<file path="src/rtl/NVM_pkg.sv">
// Shared GC definitions: page-move FSM state encoding and the default clean-block low-water mark.
package NVM_pkg;

  typedef enum logic [1:0] {
    MV_IDLE  = 2'd0,
    MV_READ  = 2'd1,
    MV_WRITE = 2'd2,
    MV_DONE  = 2'd3
  } move_state_t;

  localparam int GC_THRESH_DEF = 2;

endpackage

</file>
<file path="src/rtl/clean_blk_fifo.sv">
// Clean-block FIFO (capacity 2^PTR_W-1): head is readable combinationally, push/pop commit at the clock edge.
// Pushes into a full FIFO and pops from an empty one are dropped; GC_RECOVER_EN adds a read-pointer restore port.
module clean_blk_fifo #(
  parameter int PTR_W = 4,
  parameter int DAT_W = 8
) (
  input  logic             i_clk,
  input  logic             i_rst,
  input  logic             i_push,
  input  logic [DAT_W-1:0] i_push_dat,
  input  logic             i_pop,
  output logic [DAT_W-1:0] o_head_dat,
  output logic [PTR_W-1:0] o_count,
  output logic             o_full,
  output logic             o_empty
`ifdef GC_RECOVER_EN
  ,
  output logic [PTR_W-1:0] o_rd_ptr,
  input  logic             i_restore,
  input  logic [PTR_W-1:0] i_restore_ptr
`endif
);

  localparam int DEPTH = 1 << PTR_W;
  localparam logic [PTR_W-1:0] CAP = PTR_W'(DEPTH - 1);

  logic [DAT_W-1:0] r_mem [DEPTH];
  logic [PTR_W-1:0] r_wr_ptr;
  logic [PTR_W-1:0] r_rd_ptr;
  logic             w_push_acc;
  logic             w_pop_acc;

  // One slot always stays free, so the pointer distance alone encodes occupancy.
  assign o_count    = r_wr_ptr - r_rd_ptr;
  assign o_full     = (o_count == CAP);
  assign o_empty    = (r_wr_ptr == r_rd_ptr);
  assign o_head_dat = r_mem[r_rd_ptr];
  assign w_push_acc = i_push & ~o_full;
  assign w_pop_acc  = i_pop & ~o_empty;

  always_ff @(posedge i_clk) begin
    if (w_push_acc) begin
      r_mem[r_wr_ptr] <= i_push_dat;
    end
  end

  always_ff @(posedge i_clk or posedge i_rst) begin
    if (i_rst) begin
      r_wr_ptr <= '0;
      r_rd_ptr <= '0;
    end else begin
      if (w_push_acc) begin
        r_wr_ptr <= r_wr_ptr + PTR_W'(1);
      end
`ifdef GC_RECOVER_EN
      if (i_restore) begin
        r_rd_ptr <= i_restore_ptr;
      end else if (w_pop_acc) begin
        r_rd_ptr <= r_rd_ptr + PTR_W'(1);
      end
`else
      if (w_pop_acc) begin
        r_rd_ptr <= r_rd_ptr + PTR_W'(1);
      end
`endif
    end
  end

`ifdef GC_RECOVER_EN
  assign o_rd_ptr = r_rd_ptr;
`endif

endmodule

</file>
<file path="src/rtl/gc_responder.sv">
// GC responder: clean-block FIFO with init fill and same-cycle alloc grant, plus a READ/WRITE page-move FSM.
// Move commands hold until mem_ready; GC_RECOVER_EN restores the FIFO read pointer when a move is interrupted.
module gc_responder
  import NVM_pkg::*;
#(
  parameter int FIFO_SIZE_BIT_NUM = 4,
  parameter int BLK_ADDR_W        = 8,
  parameter int PAGES_PER_BLK     = 16,
  parameter int GC_THRESH         = GC_THRESH_DEF
) (
  input  logic                             CLK,
  input  logic                             RST,
  input  logic                             initial_fifo,
  input  logic                             fifo_write_en,
  input  logic                             request_blk_clean,
  input  logic                             move_flag,
  input  logic                             gc_interrupt,
  input  logic [BLK_ADDR_W-1:0]            erase_blk,
  input  logic                             alloc_req,
  input  logic                             mem_ready,
  output logic                             gc_ini,
  output logic                             gc_start,
  output logic                             move_done_flag,
  output logic                             fifo_recover_en,
  output logic                             ini_full,
  output logic [FIFO_SIZE_BIT_NUM-1:0]     clean_num,
  output logic                             alloc_valid,
  output logic [BLK_ADDR_W-1:0]            alloc_blk,
  output logic                             mem_rd,
  output logic                             mem_wr,
  output logic [$clog2(PAGES_PER_BLK)-1:0] mem_page
);

  localparam int PAGE_W = $clog2(PAGES_PER_BLK);
  localparam logic [FIFO_SIZE_BIT_NUM-1:0] CAP_M1 = FIFO_SIZE_BIT_NUM'((1 << FIFO_SIZE_BIT_NUM) - 2);
  localparam logic [FIFO_SIZE_BIT_NUM-1:0] THRESH = FIFO_SIZE_BIT_NUM'(GC_THRESH);
  localparam logic [PAGE_W-1:0] LAST_PAGE = PAGE_W'(PAGES_PER_BLK - 1);

  move_state_t                  r_state;
  logic [PAGE_W-1:0]            r_page;
  logic                         r_mem_rd;
  logic                         r_mem_wr;
  logic                         r_done;
  logic                         r_init_d;
  logic                         r_ini_full;
  logic                         r_gc_ini;
  logic [BLK_ADDR_W-1:0]        r_init_addr;
  logic [FIFO_SIZE_BIT_NUM-1:0] w_count;
  logic [BLK_ADDR_W-1:0]        w_head;
  logic [BLK_ADDR_W-1:0]        w_push_dat;
  logic                         w_full;
  logic                         w_empty;
  logic                         w_init_push;
  logic                         w_erase_push;
  logic                         w_push;
  logic                         w_push_acc;
  logic                         w_pop;
  logic                         w_init_rise;
  logic                         w_fill_done;
  logic                         w_abort;
`ifdef GC_RECOVER_EN
  logic [FIFO_SIZE_BIT_NUM-1:0] w_rd_ptr;
  logic [FIFO_SIZE_BIT_NUM-1:0] r_ckpt;
  logic                         r_recover;
`endif

  assign w_init_rise  = initial_fifo & ~r_init_d;
  assign w_init_push  = initial_fifo & ~w_full;
  assign w_erase_push = fifo_write_en & request_blk_clean & ~initial_fifo;
  assign w_push       = w_init_push | w_erase_push;
  assign w_push_acc   = w_push & ~w_full;
  assign w_push_dat   = initial_fifo ? r_init_addr : erase_blk;
  assign w_abort      = gc_interrupt & ((r_state == MV_READ) | (r_state == MV_WRITE));
`ifdef GC_RECOVER_EN
  // The restore owns the read pointer on an abort cycle, so no grant is issued then.
  assign w_pop        = alloc_req & ~w_empty & ~w_abort;
`else
  assign w_pop        = alloc_req & ~w_empty;
`endif
  // Initialization completes when the FIFO is full after this cycle's push/pop.
  assign w_fill_done  = initial_fifo & ((w_full & ~w_pop) | (w_push_acc & ~w_pop & (w_count == CAP_M1)));

  clean_blk_fifo #(
    .PTR_W (FIFO_SIZE_BIT_NUM),
    .DAT_W (BLK_ADDR_W)
  ) u_fifo (
    .i_clk         (CLK),
    .i_rst         (RST),
    .i_push        (w_push),
    .i_push_dat    (w_push_dat),
    .i_pop         (w_pop),
    .o_head_dat    (w_head),
    .o_count       (w_count),
    .o_full        (w_full),
    .o_empty       (w_empty)
`ifdef GC_RECOVER_EN
    ,
    .o_rd_ptr      (w_rd_ptr),
    .i_restore     (w_abort),
    .i_restore_ptr (r_ckpt)
`endif
  );

  always_ff @(posedge CLK or posedge RST) begin
    if (RST) begin
      r_init_d    <= 1'b0;
      r_init_addr <= '0;
      r_ini_full  <= 1'b0;
      r_gc_ini    <= 1'b0;
    end else begin
      r_init_d <= initial_fifo;
      if (!initial_fifo) begin
        r_init_addr <= '0;
      end else if (w_init_push) begin
        r_init_addr <= r_init_addr + BLK_ADDR_W'(1);
      end
      r_gc_ini <= 1'b0;
      if (w_init_rise) begin
        r_ini_full <= 1'b0;
      end else if (w_fill_done && !r_ini_full) begin
        r_ini_full <= 1'b1;
        r_gc_ini   <= 1'b1;
      end
    end
  end

  always_ff @(posedge CLK or posedge RST) begin
    if (RST) begin
      r_state  <= MV_IDLE;
      r_page   <= '0;
      r_mem_rd <= 1'b0;
      r_mem_wr <= 1'b0;
      r_done   <= 1'b0;
    end else begin
      r_done <= 1'b0;
      case (r_state)
        MV_IDLE: begin
          if (move_flag) begin
            r_state  <= MV_READ;
            r_mem_rd <= 1'b1;
          end
        end
        MV_READ: begin
          if (gc_interrupt) begin
            r_state  <= MV_IDLE;
            r_page   <= '0;
            r_mem_rd <= 1'b0;
          end else if (mem_ready) begin
            r_state  <= MV_WRITE;
            r_mem_rd <= 1'b0;
            r_mem_wr <= 1'b1;
          end
        end
        MV_WRITE: begin
          if (gc_interrupt) begin
            r_state  <= MV_IDLE;
            r_page   <= '0;
            r_mem_wr <= 1'b0;
          end else if (mem_ready) begin
            r_mem_wr <= 1'b0;
            if (r_page == LAST_PAGE) begin
              r_state <= MV_DONE;
              r_page  <= '0;
              r_done  <= 1'b1;
            end else begin
              r_state  <= MV_READ;
              r_page   <= r_page + PAGE_W'(1);
              r_mem_rd <= 1'b1;
            end
          end
        end
        MV_DONE: begin
          r_state <= MV_IDLE;
        end
        default: begin
          r_state <= MV_IDLE;
        end
      endcase
    end
  end

`ifdef GC_RECOVER_EN
  // Checkpoint the read pointer as it will stand after any grant in the launch cycle.
  always_ff @(posedge CLK or posedge RST) begin
    if (RST) begin
      r_ckpt    <= '0;
      r_recover <= 1'b0;
    end else begin
      r_recover <= w_abort;
      if ((r_state == MV_IDLE) && move_flag) begin
        r_ckpt <= w_rd_ptr + FIFO_SIZE_BIT_NUM'(w_pop);
      end
    end
  end
  assign fifo_recover_en = r_recover;
`else
  assign fifo_recover_en = 1'b0;
`endif

  assign clean_num      = w_count;
  assign alloc_valid    = w_pop;
  assign alloc_blk      = w_pop ? w_head : '0;
  assign ini_full       = r_ini_full;
  assign gc_ini         = r_gc_ini;
  assign gc_start       = r_ini_full & (w_count <= THRESH) & (r_state == MV_IDLE);
  assign mem_rd         = r_mem_rd;
  assign mem_wr         = r_mem_wr;
  assign mem_page       = r_page;
  assign move_done_flag = r_done;

endmodule
</file>
<file path="config.mk">
export PLATFORM = sky130hd
export DESIGN_NAME = gc_responder
export DESIGN_NICKNAME = d
export VERILOG_FILES = /design/src/rtl/NVM_pkg.sv /design/src/rtl/clean_blk_fifo.sv /design/src/rtl/gc_responder.sv
export SDC_FILE = /design/constraint.sdc
export NUM_CORES = 1
export LEC_CHECK = 0
export CORE_MARGIN = 4
export CORE_UTILIZATION = 41
export CTS_CLUSTER_SIZE = 14
export DETAILED_ROUTE_END_ITERATION = 10
export GPL_ROUTABILITY_DRIVEN = 0
export PLACE_DENSITY_LB_ADDON = 0.25
export SLEW_MARGIN = 20
export SYNTH_ARGS = -nofsm -noshare
export SYNTH_HDL_FRONTEND = slang
export SYNTH_HIERARCHICAL = 1
export SYNTH_SLANG_ARGS = --single-unit
</file>
<file path="constraint.sdc">
create_clock -name CLK -period 10.3 [get_ports CLK]
set_clock_uncertainty 0.15 [all_clocks]
set_input_delay 1.03 -clock CLK [delete_from_list [all_inputs] [get_ports CLK]]
set_output_delay 1.03 -clock CLK [all_outputs]
set_load 0.1 [all_outputs]
</file>
Yosys cells after proc, flatten, opt, wreduce, memory -nomap -nowiden
Memories as Yosys holds them, arrays and structs flattened. Cells that the tools add are included.

Input bits: 17. Register bits: 28. Bits in writable memories: 128. Memories kept: 1.

Memory list: u_fifo.r_mem (words 16, width 8, rd ports 1, clocked after Yosys merged registers in 0, wr ports 1, RTL line clean_blk_fifo.sv:27) `logic [DAT_W-1:0] r_mem [DEPTH];`.

Reductions and logical operators: 10. Mux-type cells: 36. $lt $le $gt $ge: 1. $add $sub $neg: 5. Bitwise logic cells: 20. Equal/unequal tests: 17.

Operators by type and width (count): $mux W8 (4); $mux W1 (18); $mux W4 (4); $ne A2 B2 Y1 const B (7); $and A1 B1 Y1 (13); $add A4 B1 Y4 const B (3); $eq A4 B4 Y1 const B (3); $mux W2 (6); $add A8 B1 Y8 const B (1); $pmux W2 S4 (1); $pmux W4 S2 (1); $ne A3 B3 Y1 const B (2); $reduce_and A3 Y1 (2); $reduce_and A6 Y1 (1); $not A1 Y1 (5); $eq A2 B2 Y1 const B (2); $eq A4 B4 Y1 (1); $le A4 B2 Y1 const B (1); $reduce_and A4 Y1 (1); $reduce_bool A2 Y1 (2); $sub A4 B4 Y4 (1); $pmux W1 S3 (1); $reduce_bool A3 Y1 (1); $eq A2 B1 Y1 const B (1); 6 further kinds (7).

Depth between registers and ports, before layout
Gate-level depths: netlist (run 1).

Word-level depth: 13. Mapped depth: 12. Depth with buffers taken out: 12.

By module
Netlist (run 1), hierarchy kept.

By module, submodules not included: clean_blk_fifo (seq. area each 4043.9 um^2, cells an instance 322, area an instance 5612.9 um^2, instances 1); gc_responder (seq. area each 500.5 um^2, cells an instance 118, area an instance 1178.6 um^2, instances 1).

Least setup slack after synthesis (run 1)
Ideal clock, no wire load.

Kind: register to output. From: register u_fifo.r_rd_ptr[1]. To: output port gc_start. Arrival: 4.993 ns. Buffers on the path: 1. Slack: 4.127 ns. Cell stages (with the launch flop): 9. Required time: 9.120 ns. Cells stage by stage: dfrtp_1 buf_2 inv_1 ha_1 nor2b_1 o21a_1 or3_4 and2_2 nor4_1.

Word-level cells in the longest chain between the ends: 4.

Ends and longest elaborated chain: start, declared (RTL line clean_blk_fifo.sv:29) `logic [PTR_W-1:0] r_rd_ptr;`; start signal, assigned (RTL line clean_blk_fifo.sv:63) `r_rd_ptr <= r_rd_ptr + PTR_W'(1);`; $sub A4 B4 Y4 (RTL line clean_blk_fifo.sv:34) `assign o_count = r_wr_ptr - r_rd_ptr;`; named net clean_num[3] (RTL line gc_responder.sv:26) `output logic [FIFO_SIZE_BIT_NUM-1:0] clean_num,`; $le A4 B2 Y1 (RTL line gc_responder.sv:205) `assign gc_start = r_ini_full & (w_count <= THRESH) & (r_state == MV_IDLE);`; $and A1 B1 Y1 (2 in series) (RTL line gc_responder.sv:205); end, declared (RTL line gc_responder.sv:22) `output logic gc_start,`.

The timed path passes the listed nets, and every way through them passes these cells.

Worst setup path in the final report (run 1)
From: register u_fifo.r_rd_ptr[2]. To: output port alloc_blk[6].

Word-level cells in the longest chain between the ends: 4.

Ends and longest elaborated chain: $eq A4 B4 Y1 (RTL line clean_blk_fifo.sv:36) `assign o_empty = (r_wr_ptr == r_rd_ptr);`; named net w_empty (RTL line gc_responder.sv:52) `logic w_empty;`; $not A1 Y1 (RTL line gc_responder.sv:78) `assign w_pop = alloc_req & ~w_empty;`; $and A1 B1 Y1 (RTL line gc_responder.sv:78); $mux W8 (RTL line gc_responder.sv:202) `assign alloc_blk = w_pop ? w_head : '0;`; end, declared (RTL line gc_responder.sv:28) `output logic [BLK_ADDR_W-1:0] alloc_blk,`.

The timed path passes the listed nets, and every way through them passes these cells.

==> flow_summary.ini, run 1 <==
[critical_path]
crit_path_frequent_cell = inv_1
r2r-end = u_fifo/r_mem[7][7]$_DFFE_PP_
crit_chain = inv_1, ha_1, nand4_1, inv_1, nor2b_1, and2_1, clkdlybuf4s50_1
path_class = reg -> out
worst_setup_path_start_kind = register
r2r_start = u_fifo/r_rd_ptr[2]$_DFFE_PP0P_
reg2reg_slack_ns = 6.46
crit_required_ns = 9.12
crit_arrival_ns = 4.02
path_max_fanout = 13
crit_buf_inv = 3
cp_slowest_cell = clkdlybuf4s50_1
crit_family = buffers and inverters
crit_path_max_incr_delay_ns = 1.13
cp-end-kind = output port
r2r.worst_path.cells = 8

[synthesis]
syn_nets = 468
async_flop_share_pct = 17.9
synth_fa_ha_area_share_pct = 2.14
yosys_most_used_dff = edfxtp_1
avgSynthCellArea_um2 = 15.4
synth_mux_area_share_pct = 12.3
synthesis.instances = 440
synth_compound_area_share_pct = 6.45
synth_seq_cells = 156
synth_edf_count = 128
synth_cell_types = 53
yosysWarningCount = 6
yosys.area_share.simple_pct = 8.16
synth-seq-area-share_pct = 66.9
yosys-top-cells-area = edfxtp_1 57%, dfrtp_1 10%, mux4_2 5.3%, mux2i_1 4.0%, mux2_2 2.8%
syn_area_um2 = 6790
yosys.area.top_type_share_pct = 56.6
synth_top_area_cell = edfxtp_1
synth_top_family_by_area = multiplexers
synthXorXnorAreaFrac_pct = 1.81

[floorplan]
die_w_um = 137
die_h_um = 137
fp.coreArea_um2 = 16100
dieArea_um2 = 18700
fp-row-count = 46
pin_count = 41
start_util_pct = 42.3

[timing]
max_freq_mhz = 192
setup_viol = 0
hold_violations = 0
relSlewSlack_pct = 27.7
fin_setup_tns_ns = 0
post-route-period-util_pct = 50.5
finalCriticalPeriod_ns = 5.20
slew_viol_final = 0
worst_pin_slew_ns = 1.08
rsz0062_at_grt = no

[clock_tree]
cts_tree = built
cts_setup_buffers = 0
htree_levels = 4
cts_hold_buffers = 0
clkSlewWorstSetupHoldPaths_ns = 0.06
cts-root-buf = clkbuf_16
clockBufferDepth = 2
numCtsBuffers = 17
cts-resized-gates = 0
cts.sinks = 156
clkLatencyLatePin_ns = 0.42

[final_layout]
area_growth_pct = 18.2
fin_area_um2 = 8030
n_antenna_cell = 0
layout_common_cells = 128 x edfxtp_1, 39 x clkdlybuf4s50_1, 27 x mux2i_1, 27 x dfrtp_1, 23 x o21ai_0
layout_commonest_cell = edfxtp_1
layout-drive-gt1-share_pct = 18.0
fin_nets = 522

[min_path]
hp-class = reg -> reg
holdCritStartpoint = ini_full$_DFFE_PP0P_
hold_path_end = gc_ini$_DFF_PP0_
whs_path_depth = 1

[routing]
drt_iter0_markers = 301
drtAntennaViolNets = 0
wl_mm = 13.9
route.detailed.drc = 0
vias_per_cell = 5.31
routedWlPerCell_um = 19.3
vias = 3835
dr.pass1.iters = 5

[global_routing]
grt_usage_pct = 16.1
grt_antenna_before_repair = 0
grt_first_pass_wirelength_mm = 22.3
grt_pass1_vias = 3954
grt_overflow = 0
grt_max_degree = 52

[status]
status = completed

[placed_design]
port_buffers = 39
hpwl_mm = 9.24
placed_area_um2 = 7480

[flow_run]
maxCapViolCount = 0
-- worst reg2reg max path: stages (launching register included) --
cell	delay [ns]
dfrtp_1	0.60
inv_1	0.16
ha_1	0.35
o21a_1	0.16
or3_4	0.40
and3_2	0.29
mux2i_1	0.44
nand2_1	0.28
nor3_2	0.65
-- worst max-delay path by stage --
| stage | startpoint | to | slack, ns | cells past startpoint |
|---|---|---|---|---|
| after floorplan | u_fifo/r_rd_ptr[1]$_DFFE_PP0P_ | gc_start | 4.13 | 8 |
| after global placement | alloc_req | alloc_blk[2] | 5.37 | 4 |
| after detailed placement | alloc_req | alloc_blk[6] | 5.38 | 4 |
| after CTS | u_fifo/r_rd_ptr[2]$_DFFE_PP0P_ | alloc_blk[6] | 5.06 | 7 |
| after global routing | u_fifo/r_rd_ptr[2]$_DFFE_PP0P_ | alloc_blk[0] | 4.91 | 7 |
| final | u_fifo/r_rd_ptr[2]$_DFFE_PP0P_ | alloc_blk[6] | 5.10 | 7 |
-- state kept, by name, summed over array words and instances (netlist names) --
signal and count:
mem_wr 1, ini_full 1, mem_page 4, gc_ini 1
move_done_flag 1, mem_rd 1, r_init_d 1, r_state 2
u_fifo/r_mem 128, u_fifo/r_rd_ptr 4, r_init_addr 8, u_fifo/r_wr_ptr 4
-- layer usage --
layer | global-route usage [%] | vias to the layer above | share of wire (%)
met5 | 0 | - | 0
met1 | 22.0 | 1937 | 45
met3 | 3.64 | 16 | 3.8
met4 | 4.87 | 0 | 1.2
met2 | 26.0 | 75 | 50
li1 | - | 1807 | -
-- cell usage after synthesis, drive strengths merged, types with 6 or more instances --
cell type,n
edfxtp,128
dfrtp,28
mux2i,27
o21ai,24
nand2,22
mux2,18
nor3,17
and2,16
mux4,16
a21oi,13
inv,13
xnor2,11
buf,10
ha,10
clkbuf,9
a221oi,8
a22oi,8
nor2,8
nand3,6
-- stage by stage --
| stage | hold WS [ns] | setup slack [ns] | cells | util [%] |
|---|---|---|---|---|
| 2_1_floorplan | 0.337 | 4.13 | 440 | - |
| 3_3_place_gp | 0.325 | 5.37 | 691 | 46.5 |
| 3_5_place_dp | 0.349 | 5.38 | 691 | 46.6 |
| 4_1_cts | 0.360 | 5.06 | 722 | 49.9 |
| 5_1_grt | 0.381 | 4.91 | 722 | 50.0 |
| 6_report | 0.350 | 5.10 | 722 | 50.0 |
-- cell families (layout without fill, tap and decap cells) --
kind of cell / after synthesis / after routing
adders and majority gates: 11 / 11
and+or+nand+nor: 99 / 99
muxes: 61 / 61
xor gates and xnor gates: 14 / 14
DFF: 156 / 156
AOI/OAI and AO/OA: 66 / 66
buffers and inverters: 32 / 98
other: 1 / 1
-- cell type report --
class | count | area (um^2)
Clock buffer | 20 | 437
Clock inverter | 11 | 97.6
Fill cell | 1324 | 8030
Inverter | 13 | 48.8
Multi-Input combinational cell | 252 | 2120
Sequential cell | 156 | 4550
Tap cell | 216 | 270
Timing Repair Buffer | 54 | 503
Power of run 1 is not shown: default switching activity piles up to over one toggle a cycle in this logic, so the estimate is an artifact.
==> inputs of run 2 (changes only) <==
==> constraint.sdc (replaced) <==
create_clock -name CLK -period 4.9 [get_ports CLK]
set_clock_uncertainty 0.15 [all_clocks]
set_input_delay 0.49 -clock CLK [delete_from_list [all_inputs] [get_ports CLK]]
set_output_delay 0.49 -clock CLK [all_outputs]
set_load 0.1 [all_outputs]
==> run 2 against run 1 <==
Net effect: clock-buffer cell count decreased by 3; first-iteration DRC count increased by 1.0%; critical path depth decreased by 1; wire length increased by 7.1%; core utilization increased by 0.31 points; largest cell class unchanged.
==> flow_summary.ini, run 2 (synthesis gave the netlist of run 1 again) <==
[final_layout]
fin_nets = 527
largest_reg_flops = 128
fin_util_pct = 50.3
area_growth_pct = 18.9
layout_common_cells = 128 x edfxtp_1, 31 x buf_4, 28 x clkdlybuf4s50_1
largest_register = u_fifo/r_mem
layout-drive-gt1-share_pct = 22.1
top_regs = u_fifo/r_mem (128), r_init_addr (8)
fillers = 1328
fin_area_um2 = 8080
layout_commonest_cell = edfxtp_1
n_antenna_cell = 0

[critical_path]
worst_setup_path_start_kind = register
r2r-end = u_fifo/r_mem[3][7]$_DFFE_PP_
path_class = reg -> out
crit_family = buffers and inverters
reg2reg_slack_ns = 1.39
crit_arrival_ns = 3.11
path_max_fanout = 5
crit_path_max_incr_delay_ns = 1.24
crit_path_frequent_cell = inv_2
crit_buf_inv = 3
r2r_start = u_fifo/r_rd_ptr[2]$_DFFE_PP0P_
cp-end-kind = output port
r2r.worst_path.cells = 9
crit_required_ns = 4.26
crit_chain = inv_2, ha_4, inv_2, fa_2, xor2_1, clkdlybuf4s50_1
cp_slowest_cell = clkdlybuf4s50_1

[routing]
routedWlPerCell_um = 20.5
vias = 3949
drtAntennaViolNets = 0
dr.pass1.iters = 5
drt_iter0_markers = 304
vias_per_cell = 5.42
wl_mm = 14.9
route.detailed.drc = 0

[placed_design]
hpwl_mm = 9.82
port_buffers = 39
placed_area_um2 = 7490
pre_cts_slack_ns = 1.46

[timing]
finalCriticalPeriod_ns = 3.75
slew_viol_final = 0
worst_slack_ns = 1.15
setup_viol = 0
worst_pin_slew_ns = 1.00
post-route-period-util_pct = 76.6
relSlewSlack_pct = 33.0
max_freq_mhz = 266
hold_violations = 0
rsz0062_at_grt = no

[flow_run]
maxCapViolCount = 0

[global_routing]
grt_antenna_before_repair = 0
grt_overflow = 0
grt_max_degree = 52
grt_first_pass_wirelength_mm = 23.4
grt_usage_pct = 17.0
grt_pass1_vias = 4089

[floorplan]
fp-row-count = 46
pin_count = 41
start_util_pct = 42.3
die_w_um = 137
die_h_um = 137
dieArea_um2 = 18700
fp.coreArea_um2 = 16100

[clock_tree]
clkLatencyLatePin_ns = 0.43
cts_setup_buffers = 0
clockBufferDepth = 2
numCtsBuffers = 17
cts_hold_buffers = 0
htree_levels = 4
cts-root-buf = clkbuf_16
cts-resized-gates = 0
clkSlewWorstSetupHoldPaths_ns = 0.06
cts.sinks = 156
cts_tree = built

[status]
status = completed

[min_path]
hp-class = in -> async
-- run 2: changes by cell type in the layout (fill, tap and decap cells not counted), moves of 2 or more --
| cell | change |
|---|---|
| nor3_1 | +4 |
| inv_1 | -3 |
| clkinv_1 | -2 |
| buf_4 | +16 |
| nor3_2 | -4 |
| inv_2 | +3 |
| clkdlybuf4s50_1 | -11 |
| inv_6 | +5 |
| inv_8 | +2 |
| clkinvlp_4 | -3 |
| clkbuf_1 | -3 |
-- run 2: cell type report --
class | instances | area (um^2) | share of cell area (%)
timing repair buffer | 59 | 513 | 6.35
tap | 216 | 270 | 3.35
inverter | 13 | 48.8 | 0.604
clock inverter | 15 | 155 | 1.92
multi-input combinational | 252 | 2120 | 26.2
clock buffer | 17 | 425 | 5.27
sequential | 156 | 4550 | 56.3
-- run 2: how the worst max path moves through the flow --
| stage | endpoint | slack, ns | start | cells after the start |
|---|---|---|---|---|
| floorplan | gc_start | -0.41 | u_fifo/r_wr_ptr[0]$_DFFE_PP0P_ | 6 |
| global placement | u_fifo/r_mem[4][3]$_DFFE_PP_ | 1.56 | u_fifo/r_rd_ptr[2]$_DFFE_PP0P_ | 9 |
| detailed placement | u_fifo/r_mem[4][2]$_DFFE_PP_ | 1.46 | u_fifo/r_rd_ptr[2]$_DFFE_PP0P_ | 9 |
| CTS | clean_num[2] | 1.11 | u_fifo/r_wr_ptr[0]$_DFFE_PP0P_ | 6 |
| global route | alloc_blk[3] | 1.0 | u_fifo/r_rd_ptr[0]$_DFFE_PP0P_ | 7 |
| finish | clean_num[2] | 1.15 | u_fifo/r_wr_ptr[0]$_DFFE_PP0P_ | 6 |
-- run 2: metal layers --
metal  wire [um]  GRT usage (%)
met1        6710           23.6
met2        7220           26.7
met3         645           3.27
met4         342           6.55
met5           0              0
-- run 2: per-stage QoR --
stage / instances / hold slack (ns) / setup TNS, ns
after floorplan: 440 / 0.156 / -0.406
after global placement: 696 / 0.330 / 0
after detailed placement: 696 / 0.335 / 0
after CTS: 728 / 0.234 / 0
after global routing: 728 / 0.264 / 0
final: 728 / 0.238 / 0
-- run 2: worst reg2reg max path: cells and delay by family, from the launching register on --
kind / cells / cell delay, ns
fa+ha+maj: 1 / 0.34
flops: 1 / 0.55
buf+inv: 2 / 0.36
mux: 1 / 0.41
compound gates: 1 / 0.16
simple gates: 4 / 1.25
Power of run 2 is left out for the same reason.
